### src/rtl/display_trace_buffer.sv
// rtl/display_trace_buffer.sv - trace FIFO replaying captured op-code/R16 pairs to the 7-segment display stage
// Optional feature macro: DISPLAY_TRACE_FREEZE_EN (adds the freeze input that pauses replay in SHOW).
module display_trace_buffer #(
   parameter int DEPTH       = 8,
   parameter int HOLD_CYCLES = 25_000_000
) (
   input  logic                     clock,
   input  logic                     reset_s2_n,
   input  logic                     capture,
   input  logic [7:0]               cpu_op_code,
   input  logic [7:0]               cpu_r16,
   input  logic                     clear,
`ifdef DISPLAY_TRACE_FREEZE_EN
   input  logic                     freeze,
`endif
   output logic                     enable,
   output logic [7:0]               op_code,
   output logic [7:0]               r16,
   output logic [$clog2(DEPTH):0]   count,
   output logic                     full,
   output logic                     empty,
   output logic                     overflow
);

   localparam int PW = $clog2(DEPTH);
   localparam int CW = PW + 1;
   localparam int TW = $clog2(HOLD_CYCLES);

   localparam logic [TW-1:0] TIMER_LAST = TW'(HOLD_CYCLES - 1);
   localparam logic [CW-1:0] COUNT_FULL = CW'(DEPTH);

   localparam logic [1:0] S_IDLE = 2'd0;
   localparam logic [1:0] S_LOAD = 2'd1;
   localparam logic [1:0] S_SHOW = 2'd2;

   logic [15:0]   mem [DEPTH];

   logic [1:0]    state_q, state_d;
   logic [TW-1:0] timer_q, timer_d;
   logic [PW-1:0] rd_ptr_q, rd_ptr_d;
   logic [PW-1:0] wr_ptr_q, wr_ptr_d;
   logic [CW-1:0] count_q, count_d;
   logic          full_q, full_d;
   logic          empty_q, empty_d;
   logic          overflow_q, overflow_d;
   logic          enable_q, enable_d;
   logic [7:0]    op_q, op_d;
   logic [7:0]    r16_q, r16_d;

   logic          freeze_w;
   logic          pop;
   logic          push;
   logic          drop;
   logic [15:0]   head;

`ifdef DISPLAY_TRACE_FREEZE_EN
   assign freeze_w = freeze;
`else
   assign freeze_w = 1'b0;
`endif

   // FIFO handshake: a pop happens on the LOAD exit edge; a capture into a full
   // FIFO is still accepted when that same edge frees a slot. clear wins over both.
   always_comb begin
      pop  = (state_q == S_LOAD) && !clear;
      push = capture && !clear && (!full_q || pop);
      drop = capture && !clear && full_q && !pop;
      head = mem[rd_ptr_q];
   end

   // FIFO bookkeeping; flags are derived from the next count so they stay registered
   always_comb begin
      rd_ptr_d   = rd_ptr_q;
      wr_ptr_d   = wr_ptr_q;
      count_d    = count_q;
      overflow_d = overflow_q;
      if (clear) begin
         rd_ptr_d   = '0;
         wr_ptr_d   = '0;
         count_d    = '0;
         overflow_d = 1'b0;
      end else begin
         if (push) wr_ptr_d = wr_ptr_q + PW'(1);
         if (pop)  rd_ptr_d = rd_ptr_q + PW'(1);
         count_d    = count_q + CW'(push) - CW'(pop);
         overflow_d = overflow_q | drop;
      end
      full_d  = (count_d == COUNT_FULL);
      empty_d = (count_d == '0);
   end

   // Replay sequencer: IDLE waits for data, LOAD pops one entry, SHOW holds it
   always_comb begin
      state_d  = state_q;
      timer_d  = timer_q;
      enable_d = enable_q;
      op_d     = op_q;
      r16_d    = r16_q;
      if (clear) begin
         state_d  = S_IDLE;
         timer_d  = '0;
         enable_d = 1'b0;
      end else begin
         case (state_q)
            S_IDLE: begin
               enable_d = 1'b0;
               if (!empty_q) state_d = S_LOAD;
            end
            S_LOAD: begin
               {op_d, r16_d} = head;
               enable_d      = 1'b1;
               timer_d       = '0;
               state_d       = S_SHOW;
            end
            S_SHOW: begin
               // Timer saturates at its last value so the final entry stays up
               if (!freeze_w) begin
                  if (timer_q != TIMER_LAST) begin
                     timer_d = timer_q + TW'(1);
                  end else if (!empty_q) begin
                     state_d = S_LOAD;
                  end
               end
            end
            default: begin
               state_d  = S_IDLE;
               timer_d  = '0;
               enable_d = 1'b0;
            end
         endcase
      end
   end

   // Entry storage; contents need no reset because the pointers define validity
   always_ff @(posedge clock) begin
      if (push) mem[wr_ptr_q] <= {cpu_op_code, cpu_r16};
   end

   // State and FIFO registers with asynchronous active-low reset
   always_ff @(posedge clock or negedge reset_s2_n) begin
      if (!reset_s2_n) begin
         state_q    <= S_IDLE;
         timer_q    <= '0;
         rd_ptr_q   <= '0;
         wr_ptr_q   <= '0;
         count_q    <= '0;
         full_q     <= 1'b0;
         empty_q    <= 1'b1;
         overflow_q <= 1'b0;
         enable_q   <= 1'b0;
         op_q       <= 8'h00;
         r16_q      <= 8'h00;
      end else begin
         state_q    <= state_d;
         timer_q    <= timer_d;
         rd_ptr_q   <= rd_ptr_d;
         wr_ptr_q   <= wr_ptr_d;
         count_q    <= count_d;
         full_q     <= full_d;
         empty_q    <= empty_d;
         overflow_q <= overflow_d;
         enable_q   <= enable_d;
         op_q       <= op_d;
         r16_q      <= r16_d;
      end
   end

   assign enable   = enable_q;
   assign op_code  = op_q;
   assign r16      = r16_q;
   assign count    = count_q;
   assign full     = full_q;
   assign empty    = empty_q;
   assign overflow = overflow_q;

endmodule
### config.mk
export PLATFORM = sky130hd
export DESIGN_NAME = display_trace_buffer
export DESIGN_NICKNAME = d
export VERILOG_FILES = /design/src/rtl/display_trace_buffer.sv
export SDC_FILE = /design/constraint.sdc
export NUM_CORES = 1
export LEC_CHECK = 0
export BUFFER_PORTS_ARGS = -buffer_cell sky130_fd_sc_hd__buf_4
export CAP_MARGIN = 20
export CORE_MARGIN = 3
export CORE_UTILIZATION = 55
export CTS_BUF_LIST = sky130_fd_sc_hd__clkbuf_8
export DETAILED_ROUTE_END_ITERATION = 8
export PLACE_DENSITY_LB_ADDON = 0.15
export RECOVER_POWER = 100
export SKIP_LAST_GASP = 1
export SYNTH_ARGS = -nofsm -noshare
export SYNTH_HDL_FRONTEND = slang
export SYNTH_SLANG_ARGS = --single-unit
### constraint.sdc
create_clock -name clock -period 2.59 [get_ports clock]
set_input_delay 0.518 -clock clock [delete_from_list [all_inputs] [get_ports clock]]
set_output_delay 0.518 -clock clock [all_outputs]
set_load 0.1 [all_outputs]
**After elaboration in Yosys (flattened, before gate mapping)**

Memory sizes are Yosys's and may differ from the RTL's. A register that Yosys moved wholly into a read port is not among the register bits.
Cells that the tools add are included.

- Flip-flop bits (word level): 41
- Latch bits: 0
- RAM bits: 128
- Memory bits (read-only): 0
- Input port bits: 20
- Output and inout port bits: 24
- Word-level logic and storage cells: 58
- Memories: 1

Memories:

| name | depth | width | rd ports | clocked after memory_dff | write ports | line | RTL |
|---|---|---|---|---|---|---|---|
| mem | 8 | 16 | 1 | 1 | 1 | 36 | `logic [15:0] mem [DEPTH];` |

- Add/sub/neg operators: 5
- Multipliers: 0
- Div/mod/pow operators: 0
- Magnitude comparators: 0
- Equal/unequal tests: 8
- Shifts and indexed selects: 0
- Multiplexer cells: 17
- Bitwise logic cells: 2
- Reductions and logical operators: 16

Operator list:

| cell | number |
|---|---|
| two-way mux 25 bit | 2 |
| one-hot mux 25 bit (2 select lines) | 1 |
| adder 25 x 1 -> 25 bit, second input constant | 1 |
| inequality test 25 bit, second input constant | 1 |
| two-way mux 3 bit | 4 |
| adder 3 x 1 -> 3 bit, second input constant | 2 |
| two-way mux 2 bit | 3 |
| inequality test 3 bit, second input constant | 2 |
| one-hot mux 2 bit (3 select lines) | 1 |
| logical AND 1 bit | 5 |
| adder 4 x 1 -> 4 bit | 1 |
| == test 4 bit, second input constant | 1 |
| zero test 1 bit | 4 |
| zero test 4 bit | 1 |
| two-way mux 1 bit | 4 |
| two-way mux 4 bit | 1 |
| inequality test 2 bit, second input constant | 2 |
| AND reduction 2 bit | 2 |
| nonzero test 2 bit | 2 |
| subtractor 4 x 1 -> 4 bit | 1 |
| == test 2 x 1 -> 1 bit, second input constant | 1 |
| == test 2 bit, second input constant | 1 |
| zero test 2 bit | 1 |
| one-hot mux 1 bit (2 select lines) | 1 |
| other kinds (3) | 3 |

**Logic depth before layout (Yosys ltp)**

Gate-level depths: netlist of run 1.

- Depth after elaboration: 8
- Mapped depth: 12
- Depth with buffers taken out: 12

**Worst setup path before layout of run 1**

OpenSTA, ideal clock, no wires.

- Kind: reg-to-reg
- Start: register full_q (netlist: full)
- End: memory mem[0][0], enable pin
- Setup time: 0.409 ns
- Arrival time: 2.547 ns
- Data required time: 2.181 ns
- Slack: -0.366 ns
- Stages on the path, launching flop included: 5
- Buffers on the path: 0
- Clock period less this slack: 2.956 ns
- Path through: dfrtp_1 inv_1 o21ai_1 or3_1 nor3_1

- Cells in the longest elaborated chain, start to end: 5

Ends and longest elaborated chain:

| element | line | RTL |
|---|---|---|
| start, declared | 43 | `logic full_q, full_d;` |
| start signal, assigned | 159 | `full_q <= full_d;` |
| zero test 1 bit | 66 | `push = capture && !clear && (!full_q \|\| pop);` |
| logical OR 1 bit | 66 |  |
| logical AND 1 bit | 66 |  |
| two-way mux 1 bit | 136 | `if (push) mem[wr_ptr_q] <= {cpu_op_code, cpu_r16};` |
| two-way mux 1 bit (implied by the code) | 136 |  |
| end, declared | 36 |  |

Every way passes these cells.

**Worst setup path in the final report of run 1**

- Start: register state_q[1]
- End: register full_q (netlist: full)

- Cells in the longest elaborated chain, start to end: 8

Ends and longest elaborated chain:

| element | line | RTL |
|---|---|---|
| start, declared | 38 | `logic [1:0] state_q, state_d;` |
| start signal, assigned | 154 | `state_q <= state_d;` |
| == test 2 x 1 -> 1 bit (*) | 65 | `pop = (state_q == S_LOAD) && !clear;` |
| logical AND 1 bit (*) | 65 |  |
| logical OR 1 bit | 66 |  |
| logical AND 1 bit | 66 |  |
| adder 4 x 1 -> 4 bit | 85 | `count_d = count_q + CW'(push) - CW'(pop);` |
| subtractor 4 x 1 -> 4 bit (*) | 85 |  |
| two-way mux 4 bit (*) | 77 | `if (clear) begin` |
| via count_d[2] | 42 | `logic [CW-1:0] count_q, count_d;` |
| == test 4 bit (*) | 88 | `full_d = (count_d == COUNT_FULL);` |
| via full_d | 43 |  |

The timed path passes the listed nets; every way through them passes the cells marked *.
A chain may end at the register's enable or synchronous reset.

==> results.yml, run 1 <==
outcome:
  status: "complete, but fails checks"
  violations: "capacitance limit, slew limit"
synth:
  synth_cell_types: 42
  yosysTopAreaCell: "edfxtp_1"
  synthArstFlopShare: 0.308
  ys_seq_elements: 185
  synth_flop_cell: "edfxtp_1"
  synth_edf_count: 128
  yosys_warnings: 0
  synth-seq-area-share: 0.702
  syn_area_sq_um: 7500
  syn_nets: 498
  yosys.area.top_type_share: 0.512
  syn_avg_cell_area_sq_um: 16.0
  postSynthCellCount: 470
  synth_area_leaders: "edfxtp_1 (51%), dfrtp_1 (19%), mux4_2 (9.6%)"
sta:
  hold_violations: 0
  final.setup.tns_ns: 0
  hold_ws_ns: 0.306
  fmax_mhz: 410
  setup_viol_count_final: 0
  maxSlewViolCount: 58
  fin_crit_ns: 2.44
  worst_pin_slew_ns: 1.53
  relSlewSlack: -0.0206
  fin_crit_sh: 0.941
  worst_clock_skew_ns: 0.00948
layout:
  syn2layout_area_growth_pct: 13.6
  fin_area_sq_um: 8530
  fillerInstances: 973
  nNetsFinal: 562
  n_antenna_cell: 0
  multi_input_area_sq_um: 2140
  seq_area_sq_um: 5270
  final_core_util: 0.641
  drive_gt1_frac: 0.227
route:
  wl_um: 14100
  routed.top_layer: "met4"
  drc: 0
  wl_per_cell_um: 19.4
  ant_nets: 0
  vias: 4119
  avgViaCountPerCell: 5.70
  m1WireLength_um: 6140
  wl_met2_um: 7110
  wl_met3_um: 663
  drtIter0Drc: 308
  dr.pass1.iters: 4
power_and_ir_drop:
  leakage_nw: 3.00
  clockPowerShare: 0.242
  seqPwrFrac: 0.438
  netSwitchingFraction: 0.371
  ir_drop_uv: 719
  p_int_mw: 5.18
  p_sw_mw: 3.05
  p_comb_frac: 0.320
  p_per_area_nw_per_um2: 965
  power_mw: 8.23
critical_path:
  arrival_ns: 2.80
  worstSetupEndpointType: "flip-flop"
  worst_setup_path_start_kind: "flip-flop"
  path_max_fanout: 13
  cp.required_ns: 2.95
  critical_path_class: "flip-flop to flip-flop"
clock_network:
  cts_tree: "built"
  insertion_delay_ns: 0.46
  cts_buffers: 17
  clkTransAtPathRegs_ns: 0.09
  clock-sinks: 185
  clk_path_buf_depth: 2
  cts_root_buf: "clkbuf_8"
  h-tree-depth: 4
global_route:
  grt_pass1_wl_um: 22200
  grt.total_usage: 0.203
  antenna_found_initial: 0
  grt_max_degree: 58
  grt_pass1_vias: 4111
  grt-ovfl-total: 0
floorplan:
  core_area_sq_um: 13300
  initial_core_util: 0.564
  dieArea_sq_um: 15100
  die_h_um: 123
  num_rows: 42
  ios: 44
  dieWidth_um: 123
min_path:
  hp-class: "input port to flip-flop"
placed_design:
  dpl_cell_area_sq_um: 8150
  gp_congestion: 0.827
  hpwlAfterDp_um: 8700
  port_buffers: 43
run:
  cap_violations: 1
-- metrics by stage --
step	std cells	setup slack, ns
global placement	690	0.200
detailed placement	690	0.187
CTS	722	0.156
finish	723	0.153
global route	723	-0.122
floorplan	470	0.0634
-- registers in the layout, summed over array words and instances (netlist names) --
name and count:
overflow 1, full 1, timer_q 25, enable 1, count 4, rd_ptr_q 3
state_q 2, mem 128, op_code 8, empty 1, wr_ptr_q 3, r16 8
-- metal layers --
layer  GRT usage  vias to the layer above
met5           0                        -
met4      0.0539                        0
met3      0.0576                       13
met2       0.329                       85
met1       0.274                     2095
li1            -                     1926
-- timing repair --
item | CTS | global route
hold buffers | 0 | 0
resized for setup | 0 | 4
endpoints found under the setup margin | 0 | 2
setup buffers | 0 | 1
-- worst max-delay path: stages, from the launching register on --
cell and delay [ns]:
dfrtp_1 0.40, buf_4 0.20, inv_1 0.07, nand2_1 0.15, nor2_2 0.06, ha_1 0.27, inv_1 0.04, ha_1 0.19
fa_1 0.38, xnor2_1 0.17, nor2_1 0.10, nor4b_1 0.30
-- synth_stat cells, types with 5 or more instances --
master and number:
a21oi_1 25, edfxtp_1 128, nand3_1 13, ha_1 7, xor2_1 13, mux4_2 32
buf_2 5, clkbuf_1 15, nor2_1 50, mux2i_1 17, nor4_1 7, xnor2_1 8
nand4_1 8, and3_1 7, nor3_1 8, nand2_1 16, o21ai_0 5, dfrtp_1 56
inv_1 8
-- layout by cell type (no fill, tap or decap), types with 9 or more instances in the layout --
| master | instances |
|---|---|
| dfrtp_1 | 54 |
| xor2_1 | 13 |
| mux4_2 | 32 |
| nand3_1 | 13 |
| nor2_1 | 48 |
| edfxtp_1 | 128 |
| nand2_1 | 16 |
| buf_4 | 48 |
| a21oi_1 | 25 |
| clkbuf_1 | 16 |
| mux2i_1 | 17 |
| inv_1 | 9 |
| clkbuf_8 | 18 |
-- final timing paths --
path                                 start          end  slack, ns  cells past startpoint
worst max-delay path            state_q[1]         full       0.15                     11
worst min-delay path               capture     overflow       0.31                      3
worst max register to register  state_q[1]         full       0.15                     11
worst min register to register    overflow     overflow       0.52                      2
max in group asynchronous       reset_s2_n  rd_ptr_q[0]       1.15                      1
min in group asynchronous       reset_s2_n  timer_q[17]       0.43                      1
-- kinds of logic after synthesis --
family / Yosys count / share of synthesized area
buffers and inverters: 29 / 0.0163
AND/OR/NAND/NOR: 133 / 0.0887
AO/OA/AOI/OAI: 45 / 0.0350
multiplexers: 49 / 0.119
flip-flops: 185 / 0.702
XOR/XNOR: 21 / 0.0245
adder cells (fa/ha/maj): 8 / 0.0143
-- area by class of cell --
class                      count  area share
multi-input combinational    256       0.251
clock inverter                14      0.0201
inverter                       8     0.00352
clock buffer                  18      0.0290
timing repair buffer          66      0.0522
sequential                   185       0.618
tap                          176      0.0258
-- power by group through the flow --
stage,sequential [mW],clock (mW),combinational (mW)
3_3_place_gp,3.66,0,2.60
3_5_place_dp,3.67,0,2.64
5_1_grt,3.64,2.16,2.81
6_report,3.60,1.99,2.63
2_1_floorplan,4.80,0,0.896
4_1_cts,3.61,2.04,2.64
(Power assumes the default switching activity.)
==> inputs of run 2 (changes only) <==
ABC_AREA = 1   (was not set)
CORE_UTILIZATION = 30   (was 55)
==> results.yml, run 2 <==
route:
  vias: 5298
  wl_um: 18500
  avgViaCountPerCell: 4.63
  ant_nets: 0
  wl_per_cell_um: 16.1
  drc: 0
  drtIter0Drc: 269
  dr.pass1.iters: 5
synth:
  yosys_warnings: 0
  syn_avg_cell_area_sq_um: 10.8
  synth_area_leaders: "edfxtp_1 (48%), dfrtp_1 (18%), nand2_1 (6.6%)"
  ys_seq_elements: 185
  synth_common_cells: "nand2_1 (140), edfxtp_1 (128), nor2_1 (125), o21ai_0 (75), dfrtp_1 (56)"
  yosysTopAreaCell: "edfxtp_1"
  synth_edf_count: 128
  yosys.area.top_type_share: 0.481
  synthArstFlopShare: 0.308
  synth_cell_types: 34
  synth_flop_cell: "edfxtp_1"
  synth-seq-area-share: 0.660
  postSynthCellCount: 738
  synth_most_common_cell: "nand2_1"
  syn_nets: 766
  syn_area_sq_um: 7990
critical_path:
  cp.required_ns: 2.94
  critical_path_class: "flip-flop to flip-flop"
  worstSetupEndpointType: "flip-flop"
  worst_setup_path_start_kind: "flip-flop"
  path_max_fanout: 3
  arrival_ns: 2.69
global_route:
  grt_max_degree: 66
  grt-ovfl-total: 0
  grt_pass1_vias: 5282
  antenna_found_initial: 0
  grt_pass1_wl_um: 29700
  grt.total_usage: 0.134
sta:
  final.setup.tns_ns: 0
  relSlewSlack: -0.0436
  fin_crit_ns: 2.34
  setup_viol_count_final: 0
  worst_pin_slew_ns: 1.57
  fmax_mhz: 427
  grt_setup_unrepaired: "no"
  worst_clock_skew_ns: 0.0266
  hold_ws_ns: 0.320
  hold_violations: 0
  maxSlewViolCount: 22
  fin_crit_sh: 0.903
power_and_ir_drop:
  ir_drop_uv: 508
  p_per_area_nw_per_um2: 903
  power_mw: 8.08
  leakage_nw: 3.40
layout:
  drive_gt1_frac: 0.0975
  largest_reg_flops: 128
  mostFrequentLayoutCells: "nand2_1 (143), edfxtp_1 (128), nor2_1 (126), o21ai_0 (84), dfrtp_1 (55)"
  n_antenna_cell: 0
  seq_area_sq_um: 5270
  regMostFlops: "mem"
  reg_top3: "mem: 128 flops, timer_q: 25 flops"
  fillerInstances: 2722
  nNetsFinal: 825
  final_common_cell: "nand2_1"
  syn2layout_area_growth_pct: 12.1
  multi_input_area_sq_um: 2330
clock_network:
  h-tree-depth: 4
  cts_root_buf: "clkbuf_8"
  clkTransAtPathRegs_ns: 0.10
  cts_buffers: 17
  clock-sinks: 185
  cts_tree: "built"
  insertion_delay_ns: 0.47
  clk_path_buf_depth: 2
  cts_setup_buffers: 0
floorplan:
  initial_core_util: 0.306
  dieArea_sq_um: 28600
  dieWidth_um: 169
  num_rows: 59
  ios: 44
  die_h_um: 169
  core_area_sq_um: 26100
run:
  cap_violations: 1
placed_design:
  hpwlAfterDp_um: 11700
  gp_congestion: 0.762
  port_buffers: 43
outcome:
  status: "complete, but fails checks"
  violations: "capacitance limit, slew limit"
min_path:
  hp-class: "input port to flip-flop"
## run 2: changes by cell type in the layout (fill, tap and decap cells not counted), sizes merged, moves of 8 or more
cell and change:
nand3 +12, clkbuf +40, nor2 +81, o22ai +16, o21ai +81, mux4 -32, inv +41, o211ai +31
mux2i -17, a21oi -21, buf -38, nand2 +130, and3 -8
## run 2: critical path, cell delays in order, from the launching register on
cell     delay (ns)
dfrtp_1        0.40
inv_1          0.08
nand2_1        0.10
nor2_4         0.15
inv_4          0.04
nand2_1        0.07
nand2_2        0.07
ha_1           0.27
inv_1          0.04
ha_1           0.20
fa_1           0.42
inv_1          0.06
nor2_1         0.05
nor4_1         0.29
## run 2: report_power, final
group | internal [mW] | total (mW) | leakage (nW) | switching (mW)
clock | 0.725 | 1.91 | 0.201 | 1.18
combinational | 0.497 | 2.63 | 1.28 | 2.13
sequential | 3.42 | 3.55 | 1.92 | 0.130
## run 2: layout make-up
| cell class | instances | area share |
|---|---|---|
| tap | 335 | 0.0468 |
| inverter | 47 | 0.0200 |
| clock inverter | 15 | 0.0180 |
| sequential | 185 | 0.589 |
| timing repair buffer | 70 | 0.0396 |
| multi-input combinational | 476 | 0.260 |
| clock buffer | 17 | 0.0261 |
## run 2: cell families (layout without fill, tap and decap cells)
logic type | after synthesis | after routing | synth area share
XOR/XNOR | 11 | 11 | 0.0121
flip-flops | 185 | 185 | 0.660
buffers and inverters | 77 | 149 | 0.0410
adder cells (fa/ha/maj) | 8 | 8 | 0.0135
AO/OA/AOI/OAI | 141 | 141 | 0.108
AND/OR/NAND/NOR | 316 | 316 | 0.166
## run 2: per-layer routing
metal	global-route usage	vias up	routed length, um
li1	-	2668	-
met1	0.187	2564	9240
met2	0.215	55	8610
met3	0.0242	11	469
met4	0.0352	0	163
met5	0	-	0
## run 2: through the flow
stage	setup WS (ns)	area [sq um]	util	instances
after floorplan	0.136	7990	-	738
after global placement	0.0914	8830	0.338	1112
after detailed placement	0.0620	8830	0.338	1112
after CTS	0.158	9240	0.354	1145
after global routing	0.0118	8950	0.343	1145
final	0.251	8950	0.343	1145
## run 2: what timing repair did
| item | in CTS | in global routing |
|---|---|---|
| resized for setup | 0 | 1 |
| hold endpoints to repair | 21 | 0 |
| setup endpoints to repair | 0 | 2 |
| hold buffers | 1 | 0 |
## run 2: final timing paths
kind	startpoint	to	slack, ns	depth (start not counted)
max in group asynchronous	reset_s2_n	rd_ptr_q[0]	0.59	2
setup / recovery	state_q[1]	full	0.25	13
setup reg to reg	state_q[1]	full	0.25	13
hold reg to reg	enable	enable	0.49	2
hold / removal	clear	count[1]	0.32	2
min in group asynchronous	reset_s2_n	r16[5]	0.97	2
==> inputs of run 3 (changes only) <==
clock period = 2.37 ns   (was 2.59 ns; I/O delays follow)
==> results.yml, run 3 (same netlist as run 2, synthesis figures left out) <==
route:
  dr.pass1.iters: 4
  wl_um: 18700
  wl_met2_um: 8650
  avgViaCountPerCell: 4.70
  wl_per_cell_um: 16.3
  m1WireLength_um: 9240
  ant_nets: 0
  drc: 0
  drtIter0Drc: 250
  vias: 5410
  wl_met3_um: 648
  routed.top_layer: "met4"
floorplan:
  dieWidth_um: 169
  initial_core_util: 0.306
  die_h_um: 169
  dieArea_sq_um: 28600
  ios: 44
  core_area_sq_um: 26100
  num_rows: 59
run:
  cap_violations: 0
clock_network:
  clock-sinks: 185
  cts_tree: "built"
  insertion_delay_ns: 0.46
  cts_buffers: 17
  cts_root_buf: "clkbuf_8"
  h-tree-depth: 4
  clkTransAtPathRegs_ns: 0.11
  clk_path_buf_depth: 2
layout:
  regMostFlops: "mem"
  finalNonFillerCells: 1150
  largest_reg_flops: 128
  mostFrequentLayoutCells: "nand2_1 (138), edfxtp_1 (128), nor2_1 (115), o21ai_0 (75), dfrtp_1 (54)"
  fin_area_sq_um: 9390
  syn2layout_area_growth_pct: 17.6
  drive_gt1_frac: 0.173
  n_antenna_cell: 0
  nNetsFinal: 830
  fillerInstances: 2601
  final_common_cell: "nand2_1"
  reg_top3: "mem: 128 flops, timer_q: 25 flops"
placed_design:
  port_buffers: 43
  dp.cells: 1114
  dpl_cell_area_sq_um: 8910
  gp_congestion: 0.766
  hpwlAfterDp_um: 11600
sta:
  worst_pin_slew_ns: 1.46
  relSlewSlack: 0.0266
  hold_violations: 0
  maxSlewViolCount: 0
  fmax_mhz: 438
  hold_ws_ns: 0.306
  fin_crit_ns: 2.28
  final.setup.tns_ns: 0
  setup_viol_count_final: 0
  worst_clock_skew_ns: 0.0191
  fin_crit_sh: 0.964
global_route:
  grt.total_usage: 0.135
  grt-ovfl-total: 0
  grt_pass1_vias: 5239
  antenna_found_initial: 0
  grt_pass1_wl_um: 30000
  grt_max_degree: 67
power_and_ir_drop:
  netSwitchingFraction: 0.417
  seqPwrFrac: 0.417
  clockPowerShare: 0.245
  p_int_mw: 5.46
  p_comb_frac: 0.338
  p_per_area_nw_per_um2: 997
  ir_drop_uv: 508
  p_sw_mw: 3.91
  leakage_nw: 3.60
critical_path:
  worstPathCellList: "inv_2 -> nand2_4 -> nor2_4 -> inv_4 -> nand2_2 -> nand2_2 -> ha_1 -> inv_2 -> ha_4 -> fa_1 -> inv_1 -> nor2_2 -> nor4_1"
  critical_path_class: "flip-flop to flip-flop"
  r2r-end: "full"
  path_max_fanout: 3
  reg2reg_depth: 13
  ff2ff_setup_slack_ns: 0.09
  worst_setup_path_start_kind: "flip-flop"
  worstSetupEndpointType: "flip-flop"
  arrival_ns: 2.64
  slowest_stage: "fa_1"
  max_stage_delay_ns: 0.44
  cp.required_ns: 2.72
  crit_family: "adder cells"
  reg2reg_from: "state_q[1]"
  cp_num_buf_inv: 4
min_path:
  hp-start: "capture"
  hold_depth: 3
  hp-class: "input port to flip-flop"
  hold-path-endpoint: "overflow"
outcome:
  status: "finished, final reports clean"
[run 3: changes by cell type in the layout (fill, tap and decap cells not counted), sizes merged]
cell / before / now
clkinvlp: 1 / 0
inv: 53 / 49
bufinv: 0 / 1
clkbuf: 75 / 35
buf: 11 / 57
clkinv: 8 / 11
[run 3: through the flow]
step	worst slack, ns	utilization	total power, mW
after floorplan	0.00956	-	6.26
after global placement	-0.0186	0.341	7.14
after detailed placement	-0.107	0.341	7.14
after CTS	0.00273	0.359	9.44
after global routing	-0.0589	0.359	9.88
final	0.0857	0.359	9.36
[run 3: repair_timing]
action,4_1_cts,5_1_grt
endpoints found under the hold margin,20,0
setup buffers,0,2
hold buffers,1,0
endpoints found under the setup margin,0,2
resized for setup,0,10
[run 3: worst max-delay path by stage]
stage                    start  endpoint  depth (start not counted)
global route        state_q[1]      full                         13
floorplan           state_q[1]      full                         12
finish              state_q[1]      full                         13
CTS                 state_q[1]      full                         13
detailed placement       clear      full                         12
global placement         clear      full                         12
[run 3: cell type report]
| class | count | area [sq um] | area share |
|---|---|---|---|
| clock buffers | 18 | 248 | 0.0264 |
| flip-flops and latches | 185 | 5270 | 0.562 |
| repair buffers | 75 | 622 | 0.0662 |
| multi-input cells | 476 | 2450 | 0.260 |
| inverters | 47 | 179 | 0.0191 |
| well taps | 335 | 419 | 0.0446 |
| clock inverters | 14 | 204 | 0.0217 |
[run 3: per-layer routing]
| metal | vias up | global-route usage |
|---|---|---|
| met5 | - | 0 |
| met4 | 0 | 0.0341 |
| met3 | 10 | 0.0282 |
| met2 | 73 | 0.213 |
| met1 | 2649 | 0.192 |
| li1 | 2678 | - |
[run 3: tightest hold or removal path, cell delays in order]
cell     delay, ns
buf_4         0.11
nand2_1       0.06
o21ai_0       0.08
[run 3: power by group through the flow]
stage                     sequential (mW)  combinational, mW  clock [mW]
after floorplan                      5.13               1.13           0
after CTS                            3.91               3.17        2.37
after global placement               3.97               3.17           0
final                                3.91               3.16        2.29
after detailed placement             3.97               3.17           0
after global routing                 3.94               3.43        2.51
